==> config.mk <==
export PLATFORM = sky130hd
export DESIGN_NAME = i2c_read_scheduler
export DESIGN_NICKNAME = d
export VERILOG_FILES = /design/src/rtl/i2c_read_scheduler.sv
export SDC_FILE = /design/constraint.sdc
export NUM_CORES = 1
export LEC_CHECK = 0
export BUFFER_PORTS_ARGS = -buffer_cell sky130_fd_sc_hd__buf_2
export CAP_MARGIN = 20
export CORE_MARGIN = 3
export CORE_UTILIZATION = 35
export CTS_CLUSTER_DIAMETER = 40
export DETAILED_ROUTE_END_ITERATION = 8
export PLACE_DENSITY_LB_ADDON = 0.3
export SYNTH_ARGS = -nofsm -noshare
export SYNTH_HDL_FRONTEND = slang
export SYNTH_SLANG_ARGS = --single-unit
==> constraint.sdc <==
create_clock -name clock -period 2.58 [get_ports clock]
set_input_delay 0.387 -clock clock [delete_from_list [all_inputs] [get_ports clock]]
set_output_delay 0.387 -clock clock [all_outputs]
set_load 0.03 [all_outputs]
==> src/rtl/i2c_read_scheduler.sv <==
// i2c_read_scheduler: shares one single-transaction I2C register-read engine
// between NUM_REQ requesters. Round-robin grant, one read per grant, a
// timeout abort if the engine never completes, and an enforced idle gap on
// the bus before the next grant.
module i2c_read_scheduler #(
  parameter int NUM_REQ        = 4,
  parameter int NUM_DATA_BYTES = 2,
  parameter int GAP_CYCLES     = 60,
  parameter int TIMEOUT_CYCLES = 65535
) (
  input  logic                        clock,
  input  logic                        reset,
  input  logic [NUM_REQ-1:0]          req,
  input  logic [7*NUM_REQ-1:0]        req_dev_addr,
  input  logic [8*NUM_REQ-1:0]        req_reg_addr,
  output logic [NUM_REQ-1:0]          grant,
  output logic [NUM_REQ-1:0]          resp_valid,
  output logic                        resp_error,
  output logic [8*NUM_DATA_BYTES-1:0] resp_data,
  output logic                        eng_start,
  output logic [6:0]                  eng_dev_addr,
  output logic [7:0]                  eng_reg_addr,
  input  logic                        eng_busy,
  input  logic                        eng_done,
  input  logic                        eng_nack,
  input  logic [8*NUM_DATA_BYTES-1:0] eng_data,
  output logic                        eng_abort,
  output logic [1:0]                  state_out
);

  localparam int IDX_W  = (NUM_REQ > 1) ? $clog2(NUM_REQ) : 1;
  localparam int GAP_W  = (GAP_CYCLES > 0) ? $clog2(GAP_CYCLES + 1) : 1;
  localparam int DATA_W = 8 * NUM_DATA_BYTES;
  localparam logic [IDX_W:0]   NUM_REQ_W    = (IDX_W + 1)'(NUM_REQ);
  localparam logic [IDX_W-1:0] LAST_IDX     = IDX_W'(NUM_REQ - 1);
  localparam logic [GAP_W-1:0] GAP_LAST     = GAP_W'(GAP_CYCLES);
  localparam logic [15:0]      TIMEOUT_LAST = 16'(TIMEOUT_CYCLES - 1);

  typedef enum logic [1:0] {
    ST_IDLE  = 2'd0,
    ST_ISSUE = 2'd1,
    ST_WAIT  = 2'd2,
    ST_GAP   = 2'd3
  } state_t;

  state_t              state_reg, state_next;
  logic [IDX_W-1:0]    rr_ptr_reg, rr_ptr_next;
  logic [IDX_W-1:0]    idx_reg, idx_next;
  logic [GAP_W-1:0]    gap_cnt_reg, gap_cnt_next;
  logic [15:0]         tmo_cnt_reg, tmo_cnt_next;
  logic [NUM_REQ-1:0]  grant_reg, grant_next;
  logic [NUM_REQ-1:0]  resp_valid_reg, resp_valid_next;
  logic                resp_error_reg, resp_error_next;
  logic [DATA_W-1:0]   resp_data_reg, resp_data_next;
  logic                eng_start_reg, eng_start_next;
  logic                eng_abort_reg, eng_abort_next;
  logic [6:0]          dev_addr_reg, dev_addr_next;
  logic [7:0]          reg_addr_reg, reg_addr_next;

  logic [IDX_W-1:0]    cand_idx [NUM_REQ];
  logic [NUM_REQ-1:0]  cand_req;
  logic [6:0]          dev_arr  [NUM_REQ];
  logic [7:0]          reg_arr  [NUM_REQ];
  logic [IDX_W-1:0]    sel_idx;
  logic                txn_end;

  // Candidate gi is the requester gi places above the round-robin pointer,
  // wrapped at NUM_REQ (which need not be a power of two).
  genvar gi;
  generate
    for (gi = 0; gi < NUM_REQ; gi++) begin : g_req
      logic [IDX_W:0] offset_sum;
      assign offset_sum   = {1'b0, rr_ptr_reg} + (IDX_W + 1)'(gi);
      assign cand_idx[gi] = (offset_sum >= NUM_REQ_W) ? IDX_W'(offset_sum - NUM_REQ_W)
                                                      : IDX_W'(offset_sum);
      assign cand_req[gi] = req[cand_idx[gi]];
      assign dev_arr[gi]  = req_dev_addr[7*gi +: 7];
      assign reg_arr[gi]  = req_reg_addr[8*gi +: 8];
    end
  endgenerate

  // Pick the active request closest to the pointer (smallest offset wins).
  always_comb begin
    sel_idx = rr_ptr_reg;
    for (int i = NUM_REQ - 1; i >= 0; i--) begin
      if (cand_req[i]) begin
        sel_idx = cand_idx[i];
      end
    end
  end

  // Next-state and registered-output logic for the grant/issue/wait/gap sequence.
  always_comb begin
    state_next      = state_reg;
    rr_ptr_next     = rr_ptr_reg;
    idx_next        = idx_reg;
    gap_cnt_next    = gap_cnt_reg;
    tmo_cnt_next    = tmo_cnt_reg;
    grant_next      = grant_reg;
    resp_valid_next = '0;
    resp_error_next = resp_error_reg;
    resp_data_next  = resp_data_reg;
    eng_start_next  = 1'b0;
    eng_abort_next  = 1'b0;
    dev_addr_next   = dev_addr_reg;
    reg_addr_next   = reg_addr_reg;
    txn_end         = 1'b0;

    case (state_reg)
      ST_IDLE: begin
        if (|req) begin
          idx_next            = sel_idx;
          dev_addr_next       = dev_arr[sel_idx];
          reg_addr_next       = reg_arr[sel_idx];
          grant_next          = '0;
          grant_next[sel_idx] = 1'b1;
          state_next          = ST_ISSUE;
        end
      end

      ST_ISSUE: begin
        // Only start once the engine reports it is free.
        if (!eng_busy) begin
          eng_start_next = 1'b1;
          tmo_cnt_next   = '0;
          state_next     = ST_WAIT;
        end
      end

      ST_WAIT: begin
        tmo_cnt_next = tmo_cnt_reg + 16'd1;
        // A completion arriving on the timeout cycle still counts as completion.
        if (eng_done) begin
          resp_data_next  = eng_data;
          resp_error_next = eng_nack;
          txn_end         = 1'b1;
        end else if (tmo_cnt_reg == TIMEOUT_LAST) begin
          eng_abort_next  = 1'b1;
          resp_data_next  = '0;
          resp_error_next = 1'b1;
          txn_end         = 1'b1;
        end
        if (txn_end) begin
          resp_valid_next          = '0;
          resp_valid_next[idx_reg] = 1'b1;
          grant_next               = '0;
          rr_ptr_next              = (idx_reg == LAST_IDX) ? '0 : idx_reg + 1'b1;
          gap_cnt_next             = '0;
          state_next               = ST_GAP;
        end
      end

      ST_GAP: begin
        if (gap_cnt_reg == GAP_LAST) begin
          state_next = ST_IDLE;
        end else begin
          gap_cnt_next = gap_cnt_reg + 1'b1;
        end
      end

      default: state_next = ST_IDLE;
    endcase
  end

  // State and output registers; reset leaves the engine alone (it shares reset).
  always_ff @(posedge clock) begin
    if (reset) begin
      state_reg      <= ST_IDLE;
      rr_ptr_reg     <= '0;
      idx_reg        <= '0;
      gap_cnt_reg    <= '0;
      tmo_cnt_reg    <= '0;
      grant_reg      <= '0;
      resp_valid_reg <= '0;
      resp_error_reg <= 1'b0;
      resp_data_reg  <= '0;
      eng_start_reg  <= 1'b0;
      eng_abort_reg  <= 1'b0;
      dev_addr_reg   <= '0;
      reg_addr_reg   <= '0;
    end else begin
      state_reg      <= state_next;
      rr_ptr_reg     <= rr_ptr_next;
      idx_reg        <= idx_next;
      gap_cnt_reg    <= gap_cnt_next;
      tmo_cnt_reg    <= tmo_cnt_next;
      grant_reg      <= grant_next;
      resp_valid_reg <= resp_valid_next;
      resp_error_reg <= resp_error_next;
      resp_data_reg  <= resp_data_next;
      eng_start_reg  <= eng_start_next;
      eng_abort_reg  <= eng_abort_next;
      dev_addr_reg   <= dev_addr_next;
      reg_addr_reg   <= reg_addr_next;
    end
  end

  assign grant        = grant_reg;
  assign resp_valid   = resp_valid_reg;
  assign resp_error   = resp_error_reg;
  assign resp_data    = resp_data_reg;
  assign eng_start    = eng_start_reg;
  assign eng_abort    = eng_abort_reg;
  assign eng_dev_addr = dev_addr_reg;
  assign eng_reg_addr = reg_addr_reg;
  assign state_out    = state_reg;

endmodule

# After elaboration in Yosys (flattened, before gate mapping)
# Index checks and enable logic that the tools add are counted.
[classes]
order_cmp = 13
addsub = 10
n_shift = 0
n_bitwise = 4
eq_ne = 11
multipliers = 0
n_mux = 48
n_reduce_logical = 18
div_mod_pow = 0
[op_table]
columns = ["cell", "count"]
rows = [
  ["$mux 16", 3],
  ["$pmux 16 s2", 1],
  ["$mux 2", 13],
  ["$lt 2x3->1 const B", 6],
  ["$add 16x1->16 const B", 1],
  ["$bmux 8 s2", 1],
  ["$eq 16x16->1 const B", 1],
  ["$mux 8", 2],
  ["$bmux 7 s2", 1],
  ["$mux 7", 2],
  ["$ge 3x3->1 const B", 4],
  ["$mux 1", 12],
  ["$mux 6", 2],
  ["$pmux 6 s2", 1],
  ["$ne 2x2->1 const B", 5],
  ["$bmux 1 s2", 4],
  ["$mux 4", 2],
  ["$pmux 2 s4", 1],
  ["$pmux 4 s2", 1],
  ["$reduce_and 2->1", 4],
  ["$reduce_bool 2->1", 4],
  ["$sub 2x1->2 const B", 4],
  ["$add 2x2->3 const B", 2],
  ["$add 6x1->6 const B", 1],
  ["17 further kinds", 26],
]
[word_totals]
output_inout_bits = 44
elab_cells = 117
mem_bits_rw = 0
ff_bits = 70
mem_bits_ro = 0
memories = 0
in_bits = 85
latchBits = 0

# Logic depth before layout (Yosys ltp)
[logic_depth]
depth_word = 15
mapped_depth = 8
mapped_depth_nobuf = 7

# Worst setup path before layout
# OpenSTA, ideal clock, no wires.
[synth_timing]
kind = "register to register"
start = "reg state_reg[0] (netlist: state_out[0])"
end = "reg gap_cnt_reg[2]"
arrival_ns = 1.991
path_stages_with_launch = 9
period_less_slack_ns = 2.092
required_time_ns = 2.479
path_buffers = 1
path_slack_ns = 0.488
setup_time_ns = 0.101
cell_sequence = "dfxtp_1 -> inv_1 -> ha_1 -> clkbuf_1 -> nand2b_1 -> nor2_1 -> a211oi_1 -> nand2b_1 -> o41ai_1"
[synth_via]
elab_chain_cells = 3
word_cells_on_any_way = 7
cone_classes = "eq/ne: 4; mux: 1; reduce/logical: 2"
[synth_rtl]
columns = ["element", "line_no", "text"]
rows = [
  ["start, declared", "46", "state_t state_reg, state_next;"],
  ["start signal, assigned", "182", "state_reg <= state_next;"],
  ["$eq 2x2->1", "109", "case (state_reg)"],
  ["$ne 2x2->1 (no line) or $reduce_bool 2->1 (tied branches)", "-", ""],
  ["$reduce_and 3->1 (no line)", "-", ""],
  ["end signal, assigned", "185", "gap_cnt_reg <= gap_cnt_next;"],
  ["end, declared", "49", "logic [GAP_W-1:0] gap_cnt_reg, gap_cnt_next;"],
]
# Several ways; a longest one is shown, not always the timed one.
# A chain may end at the register's enable or synchronous reset.

# Final worst setup path
# Same ends and word-level chain as after synthesis.

==> out/results.tsv <==
stage	metric	value	unit
layout	fill count	1058	
layout	commonest non-fill, non-tap cell in the layout	buf_2	
sta	max-slew violation count	0	
min_path	Worst Hold Class	in -> reg	
clock_network	CTS Buffer Depth	2	
global_route	global-route wire length before repair	17000	µm
sta	fin crit period	2.20	ns
critical_path	WP data required	2.81	ns
layout	most frequent cells in the layout	buf_2 (128), dfxtp_1 (70), nor2_1 (40)	
critical_path	Arr. time, crit path	2.43	ns
detailed_routing	DRC	0	
critical_path	Setup crit end	gap_cnt_reg[2]	
detailed_routing	Iter 0 DRT Violations	318	
power	Worst VDD drop	0.000330	V
critical_path	CP Capture Type	flip-flop	
critical_path	RR Startpoint	state_out[0]	
critical_path	CP max FO	11	
sta	Slew @ Worst Pin	0.965	ns
place	Placed Instance Area	4590	µm²
layout	multi-input combinational cell area	2170	µm²
run_status	status	finished, final reports clean	
global_route	pin count of the biggest net entering global routing	32	
layout	Layout area overhead	26.2	%
synth	cell area after synthesis	3820	µm²
die	Chip Height	111	µm
global_route	GR Overflow Total	0	
synth	Synth Net Count	515	
die	Boundary Pins	129	
run	MaxCap Viol Count	0	
die	floorplan row count	37	
sta	total negative setup slack	0	ns
detailed_routing	routed len/inst	15.0	µm
sta	fin crit share	85.4	%
die	Initial Util	36.5	%
clock_network	clock root buffer master	clkbuf_8	
synth	post-synthesis sequential area ratio	36.7	%
detailed_routing	vias per cell	5.27	
clock_network	cts hold-fix bufs	0	
die	die area	12200	µm²
synth	async set-reset flop share out of synthesis	0	%
critical_path	Crit Path Category	reg -> reg	
global_route	number of global-route vias before repair	3487	
clock_network	CTS tree	done	
synth	Syn Inst Count	417	
detailed_routing	final WL	10200	µm
detailed_routing	detailed-route via count	3591	
clock_network	clock-pin slew on the worst setup and hold paths	0.08	ns
power	leakage power of the design	2.06	nW
sta	Final setup viols	0	
die	chip width	111	µm
sta	Clock Skew	0.0133	ns
clock_network	htree depth	3	
clock_network	CTS Buf Count	9	
synth	Post-synth EDFFs	0	
detailed_routing	antenna viol nets, final	0	
clock_network	Skew-Pair Late Insertion Delay	0.35	ns
place	global placement routability congestion	0.870	
sta	RSZ-0062 raised after global routing	false	
critical_path	reg2reg setup slack	0.38	ns
synth	Primary FF master, synth	dfxtp_1	
synth	Synth Warn #	0	
layout	# diodes	0	
detailed_routing	DRT Pass-1 Iters	4	
critical_path	worst r2r dst	gap_cnt_reg[2]	
layout	fin area	4820	µm²
synth	#FFs+latches synth	70	
sta	fmax	454	MHz
critical_path	Critical Path Source	state_out[0]	
clock_network	CTS resizes	0	
place	Port Buffer Count	128	
synth	synth unique cells	61	
place	post-DP HPWL	7720	µm
clock_network	post-CTS setup buffers	0	
critical_path	CP startpoint kind	flip-flop	
power	Cell Pwr Density	832	nW/µm²
die	core area	10500	µm²
layout	FF/Latch Area	1400	µm²
synth	synthesized area per cell	9.17	µm²
global_route	GRT Total Usage	16.4	%
layout	final-stage net count	638	
global_route	initial antenna violation count	0	
sta	Fin. Hold Viols	0	
critical_path	R2R cell count	7	
sta	Slew HR	35.4	%
layout	share of layout cells above drive strength 1	34.5	%
clock_network	Clock Sinks	70	
-- critical path: stages, from the launching register on --
cell      delay (ns)
dfxtp_1         0.37
inv_1           0.10
ha_1            0.36
nand2b_1        0.22
nor2_1          0.06
a211oi_1        0.58
nand2b_1        0.12
o41ai_1         0.28
-- metrics by stage --
step           instances  setup WS (ns)  power, W  hold WS (ns)  util [%]
2_1_floorplan        417          0.488   0.00254         0.443         -
4_1_cts              681          0.414   0.00405         0.231      46.1
6_report             681          0.377   0.00401         0.250      46.1
5_1_grt              681          0.110   0.00425         0.237      46.1
3_3_place_gp         665          0.488   0.00299         0.452      43.9
3_5_place_dp         665          0.428   0.00302         0.453      43.9
-- how the worst min path moves through the flow --
stage	start	end	slack (ns)	cells past startpoint
finish	eng_data[10]	resp_data[10]	0.25	2
global route	eng_data[14]	resp_data[14]	0.24	2
CTS	eng_data[10]	resp_data[10]	0.23	2
detailed placement	resp_data[7]	resp_data[7]	0.45	1
global placement	resp_data[9]	resp_data[9]	0.45	1
floorplan	gap_cnt_reg[5]	gap_cnt_reg[5]	0.44	2
-- Yosys cell counts, drive strengths merged (2+ instances only) --
master  count  area (µm²)
xnor2       3        26.3
o31ai      16         120
and4        2        17.5
o41ai       4        42.6
nor4       17         128
a21oi       9        52.6
nand2      18        67.6
o21ai       7        42.5
a21boi      2        15.0
or3         2        12.5
a32o       14         140
o21bai     15         113
o21a        3        22.5
nor3b       4        30.0
nor2       41         156
nor2b       4        25.0
a32oi       3        26.3
xor2       10        87.6
nor3        6        35.0
a22o       17         149
a22oi       4        43.8
nand2b      5        31.3
nor4b       2        30.0
or2         2        12.5
mux2i       3        30.0
nand4      21         138
and2        2        12.5
a211oi     19         208
inv        26        97.6
buf        15         101
dfxtp      70        1400
ha         13         163
clkbuf     14        52.6
nand3      11        60.1
-- layer usage --
layer / part of all wire [%] / vias to the layer above / track usage [%] / wire length [µm]
li1: - / 1805 / - / -
met3: 8.0 / 10 / 4.82 / 824
met1: 46 / 1635 / 21.7 / 4740
met4: 1.2 / 0 / 4.19 / 122
met5: 0 / - / 0 / 0
met2: 44 / 141 / 26.1 / 4550
-- cells by family after synthesis --
logic type                 synth area share (%)
buffers and inverters                      6.58
DFF                                        36.7
AOI/OAI and AO/OA                          27.7
adders and majority gates                  4.26
and+or+nand+nor                            21.0
xor gates and xnor gates                   2.98
muxes                                     0.786
-- where the power goes --
part,internal (W),switching [W],leakage [nW]
Combinational,0.000563,0.00108,1.38
Clock,0.000576,0.000439,0.109
Sequential,0.00124,0.000109,0.570
-- cell type report --
class / count / share of cell area [%]
multi-input cells: 292 / 45.0
flip-flops and latches: 70 / 29.1
repair buffers: 141 / 15.6
well taps: 136 / 3.53
clock buffers: 10 / 2.85
inverters: 26 / 2.02
clock inverters: 6 / 1.92
Note: power is estimated with default switching activity, not from simulation.
